`config.mk`:
```
export PLATFORM = sky130hd
export DESIGN_NAME = hdc_inference_engine_flat
export DESIGN_NICKNAME = d
export VERILOG_FILES = /design/src/rtl/hdc_pkg.sv /design/src/rtl/hdc_if.sv /design/src/rtl/hdc_popcount.sv /design/src/rtl/hdc_inference_engine.sv /design/src/flat_wrapper.sv
export SDC_FILE = /design/constraint.sdc
export NUM_CORES = 1
export LEC_CHECK = 0
export BUFFER_PORTS_ARGS = -buffer_cell sky130_fd_sc_hd__buf_2
export CAP_MARGIN = 30
export CORE_MARGIN = 2
export CORE_UTILIZATION = 55
export CTS_CLUSTER_SIZE = 30
export DETAILED_ROUTE_END_ITERATION = 16
export PLACE_DENSITY = 0.92
export SYNTH_ARGS = -nofsm -noshare
export SYNTH_HDL_FRONTEND = slang
export SYNTH_SLANG_ARGS = --single-unit
```
`constraint.sdc`:
```
create_clock -name clk -period 8.9 [get_ports clk]
set_input_delay 0.445 -clock clk [delete_from_list [all_inputs] [get_ports clk]]
set_output_delay 0.445 -clock clk [all_outputs]
set_load 0.005 [all_outputs]
```
`src/rtl/hdc_pkg.sv`:
```
// hdc_pkg: FSM states and sizing helpers shared by the hdc_inference_engine files
package hdc_pkg;
    typedef enum logic [1:0] {ACCUM, SEARCH, DONE} state_t;

    function automatic int dist_w(input int dim);
        return $clog2(dim + 1);
    endfunction

    function automatic int beats(input int dim, input int chunk);
        return (dim + chunk - 1) / chunk;
    endfunction

    // Number of live bits in the final beat; the rest of that beat is masked off.
    function automatic int last_bits(input int dim, input int chunk);
        return dim - (beats(dim, chunk) - 1) * chunk;
    endfunction
endpackage

```
`src/rtl/hdc_if.sv`:
```
// hdc_if: beat input stream and classification result stream of hdc_inference_engine
interface hdc_if import hdc_pkg::*; #(
    parameter int DIM = 10000,
    parameter int CHUNK = 64,
    parameter int NUM_CLASSES = 2
);
    localparam int DIST_W = dist_w(DIM);

    logic in_valid;
    logic in_ready;
    logic [CHUNK-1:0] in_query;
    logic [NUM_CLASSES*CHUNK-1:0] in_class;
    logic out_valid;
    logic out_ready;
    logic [$clog2(NUM_CLASSES)-1:0] out_class;
    logic [DIST_W-1:0] out_dist;
    logic out_tie;
    logic [DIST_W-1:0] out_margin;

    modport master (
        output in_valid, in_query, in_class, out_ready,
        input  in_ready, out_valid, out_class, out_dist, out_tie, out_margin
    );
    modport slave (
        input  in_valid, in_query, in_class, out_ready,
        output in_ready, out_valid, out_class, out_dist, out_tie, out_margin
    );
endinterface

```
`src/rtl/hdc_popcount.sv`:
```
// hdc_popcount: combinational population count of a W-bit word
module hdc_popcount #(
    parameter int W = 64
) (
    input  logic [W-1:0] d,
    output logic [$clog2(W+1)-1:0] cnt
);
    localparam int CW = $clog2(W + 1);

    always_comb begin
        cnt = '0;
        for (int i = 0; i < W; i++) cnt += CW'(d[i]);
    end
endmodule

```
`src/rtl/hdc_inference_engine.sv`:
```
// hdc_inference_engine: streaming Hamming-distance classifier; HDC_MARGIN_EN builds the second-best margin path
module hdc_inference_engine import hdc_pkg::*; #(
    parameter int DIM = 10000,
    parameter int CHUNK = 64,
    parameter int NUM_CLASSES = 2
) (
    input logic clk,
    input logic rst,
    hdc_if.slave bus
);
    localparam int DIST_W = dist_w(DIM);
    localparam int BEATS = beats(DIM, CHUNK);
    localparam int BW = BEATS > 1 ? $clog2(BEATS) : 1;
    localparam int IW = $clog2(NUM_CLASSES);
    localparam int CW = $clog2(CHUNK + 1);
    localparam logic [CHUNK-1:0] LAST_MASK = {CHUNK{1'b1}} >> (CHUNK - last_bits(DIM, CHUNK));

    state_t state, state_n;
    logic [BW-1:0] beat_cnt;
    logic [IW-1:0] idx;
    logic [DIST_W-1:0] acc [NUM_CLASSES];
    logic [CW-1:0] pc [NUM_CLASSES];
    logic [IW-1:0] best_idx;
    logic [DIST_W-1:0] best;
    logic tie;
    logic take, last_beat, last_idx;
    logic [DIST_W-1:0] cur;

    assign take = bus.in_valid && state == ACCUM;
    assign last_beat = beat_cnt == BW'(BEATS - 1);
    assign last_idx = idx == IW'(NUM_CLASSES - 1);
    assign cur = acc[idx];

    genvar c;
    for (c = 0; c < NUM_CLASSES; c++) begin : g_pc
        hdc_popcount #(.W(CHUNK)) u_pc (
            .d((bus.in_query ^ bus.in_class[c*CHUNK +: CHUNK]) & (last_beat ? LAST_MASK : {CHUNK{1'b1}})),
            .cnt(pc[c])
        );
    end

    always_ff @(posedge clk) state <= rst ? ACCUM : state_n;

    always_comb begin
        state_n = state;
        if (state == ACCUM && take && last_beat) state_n = SEARCH;
        if (state == SEARCH && last_idx) state_n = DONE;
        if (state == DONE && bus.out_ready) state_n = ACCUM;
        bus.in_ready = state == ACCUM && !rst;
        bus.out_valid = state == DONE;
    end

    // Linear scan, one class per cycle; strict less-than keeps the lowest index on ties.
    always_ff @(posedge clk) begin
        if (rst) begin
            beat_cnt <= '0;
            idx <= '0;
            best_idx <= '0;
            best <= '0;
            tie <= 1'b0;
            for (int i = 0; i < NUM_CLASSES; i++) acc[i] <= '0;
        end else begin
            if (take) begin
                beat_cnt <= last_beat ? '0 : beat_cnt + BW'(1);
                for (int i = 0; i < NUM_CLASSES; i++) acc[i] <= acc[i] + DIST_W'(pc[i]);
            end
            if (state == SEARCH) begin
                idx <= last_idx ? '0 : idx + IW'(1);
                if (idx == '0 || cur < best) begin
                    best_idx <= idx;
                    best <= cur;
                end
                tie <= idx == '0 ? 1'b0 : cur < best ? 1'b0 : cur == best ? 1'b1 : tie;
            end
            if (state == DONE && bus.out_ready)
                for (int i = 0; i < NUM_CLASSES; i++) acc[i] <= '0;
        end
    end

`ifdef HDC_MARGIN_EN
    logic [DIST_W-1:0] second;

    always_ff @(posedge clk) begin
        if (rst) second <= '0;
        else if (state == SEARCH) second <= idx == '0 ? '1 : cur < best ? best : cur < second ? cur : second;
    end

    assign bus.out_margin = second - best;
`else
    assign bus.out_margin = '0;
`endif

    assign bus.out_class = best_idx;
    assign bus.out_dist = best;
    assign bus.out_tie = tie;
endmodule

```
`src/flat_wrapper.sv`:
```
// flat-port wrapper written by rule: the top's interface ports become plain ports
module hdc_inference_engine_flat import hdc_pkg::*;
#(
    parameter int DIM = 10000,
    parameter int CHUNK = 64,
    parameter int NUM_CLASSES = 2
)
  (clk, rst, bus_in_valid, bus_in_query, bus_in_class, bus_out_ready, bus_in_ready, bus_out_valid, bus_out_class, bus_out_dist, bus_out_tie, bus_out_margin);
  hdc_if #(.DIM(DIM), .CHUNK(CHUNK), .NUM_CLASSES(NUM_CLASSES)) bus_i ();
  input logic clk;
  input logic rst;
  input wire logic [$bits(bus_i.in_valid)-1:0] bus_in_valid;
  input wire logic [$bits(bus_i.in_query)-1:0] bus_in_query;
  input wire logic [$bits(bus_i.in_class)-1:0] bus_in_class;
  input wire logic [$bits(bus_i.out_ready)-1:0] bus_out_ready;
  output wire logic [$bits(bus_i.in_ready)-1:0] bus_in_ready;
  output wire logic [$bits(bus_i.out_valid)-1:0] bus_out_valid;
  output wire logic [$bits(bus_i.out_class)-1:0] bus_out_class;
  output wire logic [$bits(bus_i.out_dist)-1:0] bus_out_dist;
  output wire logic [$bits(bus_i.out_tie)-1:0] bus_out_tie;
  output wire logic [$bits(bus_i.out_margin)-1:0] bus_out_margin;
  assign bus_i.in_valid = bus_in_valid;
  assign bus_i.in_query = bus_in_query;
  assign bus_i.in_class = bus_in_class;
  assign bus_i.out_ready = bus_out_ready;
  assign bus_in_ready = bus_i.in_ready;
  assign bus_out_valid = bus_i.out_valid;
  assign bus_out_class = bus_i.out_class;
  assign bus_out_dist = bus_i.out_dist;
  assign bus_out_tie = bus_i.out_tie;
  assign bus_out_margin = bus_i.out_margin;
  hdc_inference_engine #(.DIM(DIM), .CHUNK(CHUNK), .NUM_CLASSES(NUM_CLASSES)) u_core (.clk(clk), .rst(rst), .bus(bus_i));
endmodule
```
==> results.ini, run 1 <==
[placement]
gp_congestion = 0.9125
portBuffers = 213
placed_area_mm2 = 0.009706
place_hpwl_um = 17990
placed_cells = 1275

[grt]
first_global_vias = 7343
grt_usage_pct = 26.29
grt_overflow = 0
antenna_found_initial = 2
grt_max_degree = 31
grt_pass1_wl_um = 34170

[synth]
yosysMostFrequentCell = inv_1
synth-edff-count = 28
ys_ff_latch = 56
synth_common_cells = inv_1 (136), fa_1 (112), nand2_1 (86), xor2_1 (75), ha_1 (71)
synth-seq-area-share_pct = 16.40
synthCells = 892
post_synth_main_area_contributors = fa_1 (26%), ha_1 (10%), edfxtp_1 (9.8%), xor2_1 (7.7%), dfxtp_1 (6.6%)
synth_flop_cell = edfxtp_1
synth_top_cell_area_share_pct = 26.24
synth_cell_types = 60
synth_top_area_cell = fa_1
ys_warn_count = 0
avgSynthCellArea_um2 = 9.579
postSynth.asyncResetShare_pct = 0
synth_area_mm2 = 0.008544

[cts]
clk_latency_ns = 0.30
clockBufferDepth = 2
cts_root_buf = clkbuf_16
cts.reportedPaths.clkPinSlew_ns = 0.07
numCtsBuffers = 5
cts.sinks = 56
post_cts.repair.setup_buffers = 0
cts_tree = built
hold_buffers = 0
cts_resized = 0
h-tree-depth = 2

[cells_and_area]
drive_above_1_share_pct = 23.11
synthToLayoutAreaGrowth_pct = 15.51
stdcell_area_mm2 = 0.009869
layout.nets = 1473
finalNonFillerCells = 1285

[sta]
rsz0062_at_grt = false
finalHoldViolCount = 0
setup_viol = 0
slew_violations = 0
slew-limit-headroom_pct = 48.26
fin_skew_ns = 0.007048
fin_crit_sh_pct = 92.36
max_freq_ghz = 0.1217
tns_ns = 0
worst_pin_slew_ns = 0.7761
period_needed_ns = 8.220
hold_slack_ns = 0.4618

[floorplanning]
initial_core_util_pct = 56.21
num_rows = 45
dieArea_mm2 = 0.01655
fp.dieW_um = 128.6
core_mm2 = 0.01520
ioPinCount = 228
die_h_um = 128.6

[setup_path]
crit_arrival_ns = 8.24
critPathMaxFanout = 25
end_kind = register
cp-start-kind = register
cp.required_ns = 8.92
critPathKind = register to register

[min_path]
hold_path.class = primary input to register

[detailed_routing]
drtPass1Iterations = 6
drtAntennaViolNets = 0
via_per_inst = 5.433
wl_per_cell_um = 16.64
drt-total-wl_um = 21380
num_vias = 6981
drc_errors = 0
drt_iter0_markers = 459

[run_status]
outcome = completed

[flow_run]
cap_violations = 0

[final cells by class]
type | instances | area (µm²)
Timing Repair Buffer | 218 | 1104
Multi-Input combinational cell | 677 | 6455
Fill cell | 1104 | 5333
Clock inverter | 1 | 5.005
Inverter | 136 | 510.5
Sequential cell | 56 | 1401
Clock buffer | 7 | 153.9
Tap cell | 188 | 235.2
Antenna cell | 2 | 5.005
[state kept, by name, indices dropped and copies added (netlist names), named ones only]
name / count
u_core.bus.out_dist: 14
u_core.state: 2
u_core.idx: 1
u_core.acc: 28
u_core.bus.out_tie: 1
u_core.beat_cnt: 8
u_core.bus.out_class: 1
[placed cells by master, fill, tap and decap left out, types with 9 or more instances in the layout]
cell type	synthesis	final
nand2b_1	10	10
a21oi_1	23	23
buf_2	9	213
fa_1	112	112
o211a_1	15	15
o21ai_0	9	9
dfxtp_1	28	28
edfxtp_1	28	28
ha_1	71	71
a21o_1	9	9
xnor2_1	62	62
a211o_1	15	15
conb_1	1	14
nand2_1	86	85
nor2_1	58	58
inv_1	136	136
nor3_1	18	18
mux2_2	13	13
xor2_1	75	75
[logic make-up (layout without fill, tap and decap cells)]
family                     Yosys count  count (layout)  share of synthesized area, %
DFF                                 56              56                         16.40
adders and majority gates          183             183                         36.64
muxes                               22              22                         2.782
AOI/OAI and AO/OA                  109             109                         9.870
and+or+nand+nor                    212             212                         11.57
other                                1              16                       0.04389
xor gates and xnor gates           137             137                         14.04
buffers and inverters              172             362                         8.654
[through the flow]
stage               worst slack (ns)  utilization (%)
finish                        0.6804            64.92
global route                  0.2134            64.92
CTS                           0.7556            64.89
detailed placement            0.8585            63.84
global placement               1.062            63.84
floorplan                      1.496                -
[worst max-delay path, stage by stage, from the launching register on]
cell,delay [ns]
dfxtp_1,0.44
and3_1,0.31
nor4b_4,0.42
buf_4,0.36
buf_4,0.25
nor2_1,0.09
fa_1,0.51
fa_1,0.57
inv_1,0.06
fa_1,0.49
fa_1,0.49
inv_1,0.05
fa_1,0.48
fa_1,0.53
inv_1,0.07
fa_1,0.52
fa_1,0.49
inv_1,0.09
fa_1,0.22
inv_1,0.06
fa_1,0.37
nor2b_1,0.22
o2111ai_1,0.21
a41oi_1,0.35
o21ai_0,0.13
nor3b_1,0.17
[path summary, 6_finish.rpt]
| check | startpoint | to | slack [ns] | cells after the start |
|---|---|---|---|---|
| worst max-delay path | u_core.beat_cnt[2] | u_core.acc[0][8] | 0.68 | 25 |
| worst min-delay path | bus_out_ready | u_core.state[1] | 0.46 | 3 |
| worst max register to register | u_core.beat_cnt[2] | u_core.acc[0][8] | 0.68 | 25 |
| worst min register to register | u_core.beat_cnt[7] | u_core.beat_cnt[7] | 0.51 | 1 |
[metal layers]
| layer | up-vias | track usage (%) | share of wire [%] |
|---|---|---|---|
| met2 | 300 | 48.37 | 53 |
| met5 | - | 0 | 0 |
| met3 | 84 | 4.158 | 5.8 |
| met1 | 3335 | 28.61 | 36 |
| li1 | 3262 | - | - |
| met4 | 0 | 15.22 | 5.7 |
Power of run 1 is not shown: default switching activity piles up to over one toggle a cycle in this logic, so the estimate is an artifact.
==> run 2: changes to the inputs <==
- ABC_AREA: not set -> 1
==> run 2 against run 1 <==
- count of clock-buffer cells in the layout down 2
- cell area about the same
- critical path depth up 6
- utilization about the same
- sequential share of layout area about the same
- routed wire length up 3.7%
- final cell count up 10%
- first-iteration DRC count up 45%
- critical path type unchanged
- critical endpoint unchanged
==> results.ini, run 2 <==
[run_status]
outcome = completed

[grt]
grt_usage_pct = 27.05
antenna_found_initial = 0
grt_pass1_wl_um = 35290
first_global_vias = 7512
grt_overflow = 0
grt_max_degree = 59

[floorplanning]
die_h_um = 128.9
fp.dieW_um = 128.9
core_mm2 = 0.01520
num_rows = 45
dieArea_mm2 = 0.01661
ioPinCount = 228
initial_core_util_pct = 56.42

[cells_and_area]
layout_commonest_cell = buf_2
fill_cells = 1164
multiInputGateArea_mm2 = 0.006346
drive_above_1_share_pct = 19.76
regMostFlops = u_core.acc
largest_reg_flops = 28
layout_common_cells = buf_2 (213), nand2_1 (174), inv_1 (168), nor2_1 (117), fa_1 (112)
finalNonFillerCells = 1418
ff_latch_area_mm2 = 0.001401
diodes = 0
synthToLayoutAreaGrowth_pct = 15.04
layout.nets = 1608

[synth]
synth_flop_cell = edfxtp_1
ys_ff_latch = 56
avgSynthCellArea_um2 = 8.343
postSynth.asyncResetShare_pct = 0
synth_area_mm2 = 0.008577
synthCells = 1028
synth_top_area_cell = fa_1
synth_cell_types = 38
ys_warn_count = 0
yosysMostFrequentCell = nand2_1
post_synth_main_area_contributors = fa_1 (26%), ha_1 (10%), edfxtp_1 (9.8%), nand2_1 (7.6%), xor2_1 (7.6%)
synth-edff-count = 28
synth_common_cells = nand2_1 (174), inv_1 (168), nor2_1 (117), fa_1 (112), xor2_1 (74)
synth-seq-area-share_pct = 16.34
synth_top_cell_area_share_pct = 26.14

[setup_path]
slowest_delay_ns = 0.57
r2r_setup_slack_ns = 1.08
cp.required_ns = 8.96
cp-start-kind = register
end_kind = register
regToRegStartpoint = u_core.beat_cnt[0]
reg2reg_to = u_core.acc[0][8]
cp_common_cell = fa_1
critPathMaxFanout = 58
rr_worst_depth = 31
worst_path_max_delay_cell = fa_1
crit_arrival_ns = 7.88
critPathKind = register to register

[placement]
portBuffers = 213
gp_congestion = 0.9530
placed_cells = 1410
place_hpwl_um = 18680

[cts]
cts_tree = built
clockBufferDepth = 2
cts_resized = 0
cts.reportedPaths.clkPinSlew_ns = 0.08
post_cts.repair.setup_buffers = 0
cts_root_buf = clkbuf_16
clk_latency_ns = 0.30
hold_buffers = 0
numCtsBuffers = 5
h-tree-depth = 2
cts.sinks = 56

[detailed_routing]
wl_per_cell_um = 15.63
drtAntennaViolNets = 0
via_per_inst = 5.241
drtPass1Iterations = 5
drt-total-wl_um = 22170
num_vias = 7432
drt_iter0_markers = 667
drc_errors = 0

[sta]
setup_viol = 0
period_needed_ns = 7.818
rsz0062_at_grt = false
max_freq_ghz = 0.1279
fin_crit_sh_pct = 87.85
worst_pin_slew_ns = 0.9982
fin_skew_ns = 0.01161
hold_slack_ns = 0.3755
slew-limit-headroom_pct = 33.45
slew_violations = 0
finalHoldViolCount = 0
tns_ns = 0

[min_path]
hold_depth = 2
hold_path.class = primary input to register
hold_start = rst

[flow_run]
cap_violations = 0

run 2: logic make-up (layout without fill, tap and decap cells):
family / after synthesis / after routing / share of synthesized area, %
AO/OA/AOI/OAI: 81 / 81 / 5.062
XOR/XNOR: 130 / 130 / 13.27
adder cells (fa/ha/maj): 183 / 183 / 36.50
buffers and inverters: 207 / 396 / 10.24
flip-flops: 56 / 56 / 16.34
multiplexers: 10 / 10 / 1.313
other: 1 / 14 / 0.04372
AND/OR/NAND/NOR: 360 / 360 / 17.23
run 2: worst max-delay path by stage:
stage / startpoint / to / slack [ns] / cells after the start
2_1_floorplan: u_core.beat_cnt[0] / u_core.acc[1][8] / 1.79 / 31
6_report: u_core.beat_cnt[0] / u_core.acc[0][8] / 1.08 / 31
4_1_cts: u_core.beat_cnt[0] / u_core.acc[0][8] / 1.12 / 31
5_1_grt: u_core.beat_cnt[0] / u_core.acc[0][8] / 0.64 / 31
3_5_place_dp: u_core.beat_cnt[0] / u_core.acc[0][8] / 1.20 / 31
3_3_place_gp: u_core.beat_cnt[0] / u_core.acc[1][12] / 1.48 / 32
run 2: worst max-delay path, delay by kind of cell, from the launching register on:
family / cells / cell delay, ns
adder cells (fa/ha/maj): 11 / 5.03
buffers and inverters: 10 / 1.07
flip-flops: 1 / 0.41
AND/OR/NAND/NOR: 9 / 0.80
AO/OA/AOI/OAI: 1 / 0.23
run 2: layer usage:
layer  share of wire (%)  vias to the layer above  global-route usage (%)
li1                    -                     3542                       -
met1                  39                     3482                   31.78
met2                  51                      334                   49.14
met3                 5.9                       74                   3.493
met4                 4.4                        0                   12.53
met5                   0                        -                       0
run 2: final cells by class:
class,count,share of cell area [%]
timing repair buffer,216,11.03
multi-input combinational,778,64.32
tap,188,2.384
inverter,172,6.543
clock buffer,5,1.268
sequential,56,14.20
clock inverter,3,0.2536
run 2: per-stage QoR:
stage | instance area [µm²] | util [%] | worst slack (ns)
after floorplan | 8626 | - | 1.792
after global placement | 9717 | 63.92 | 1.483
after detailed placement | 9717 | 63.92 | 1.196
after CTS | 9867 | 64.91 | 1.123
after global routing | 9867 | 64.91 | 0.6446
final | 9867 | 64.91 | 1.082
Power of run 2 is left out for the same reason.
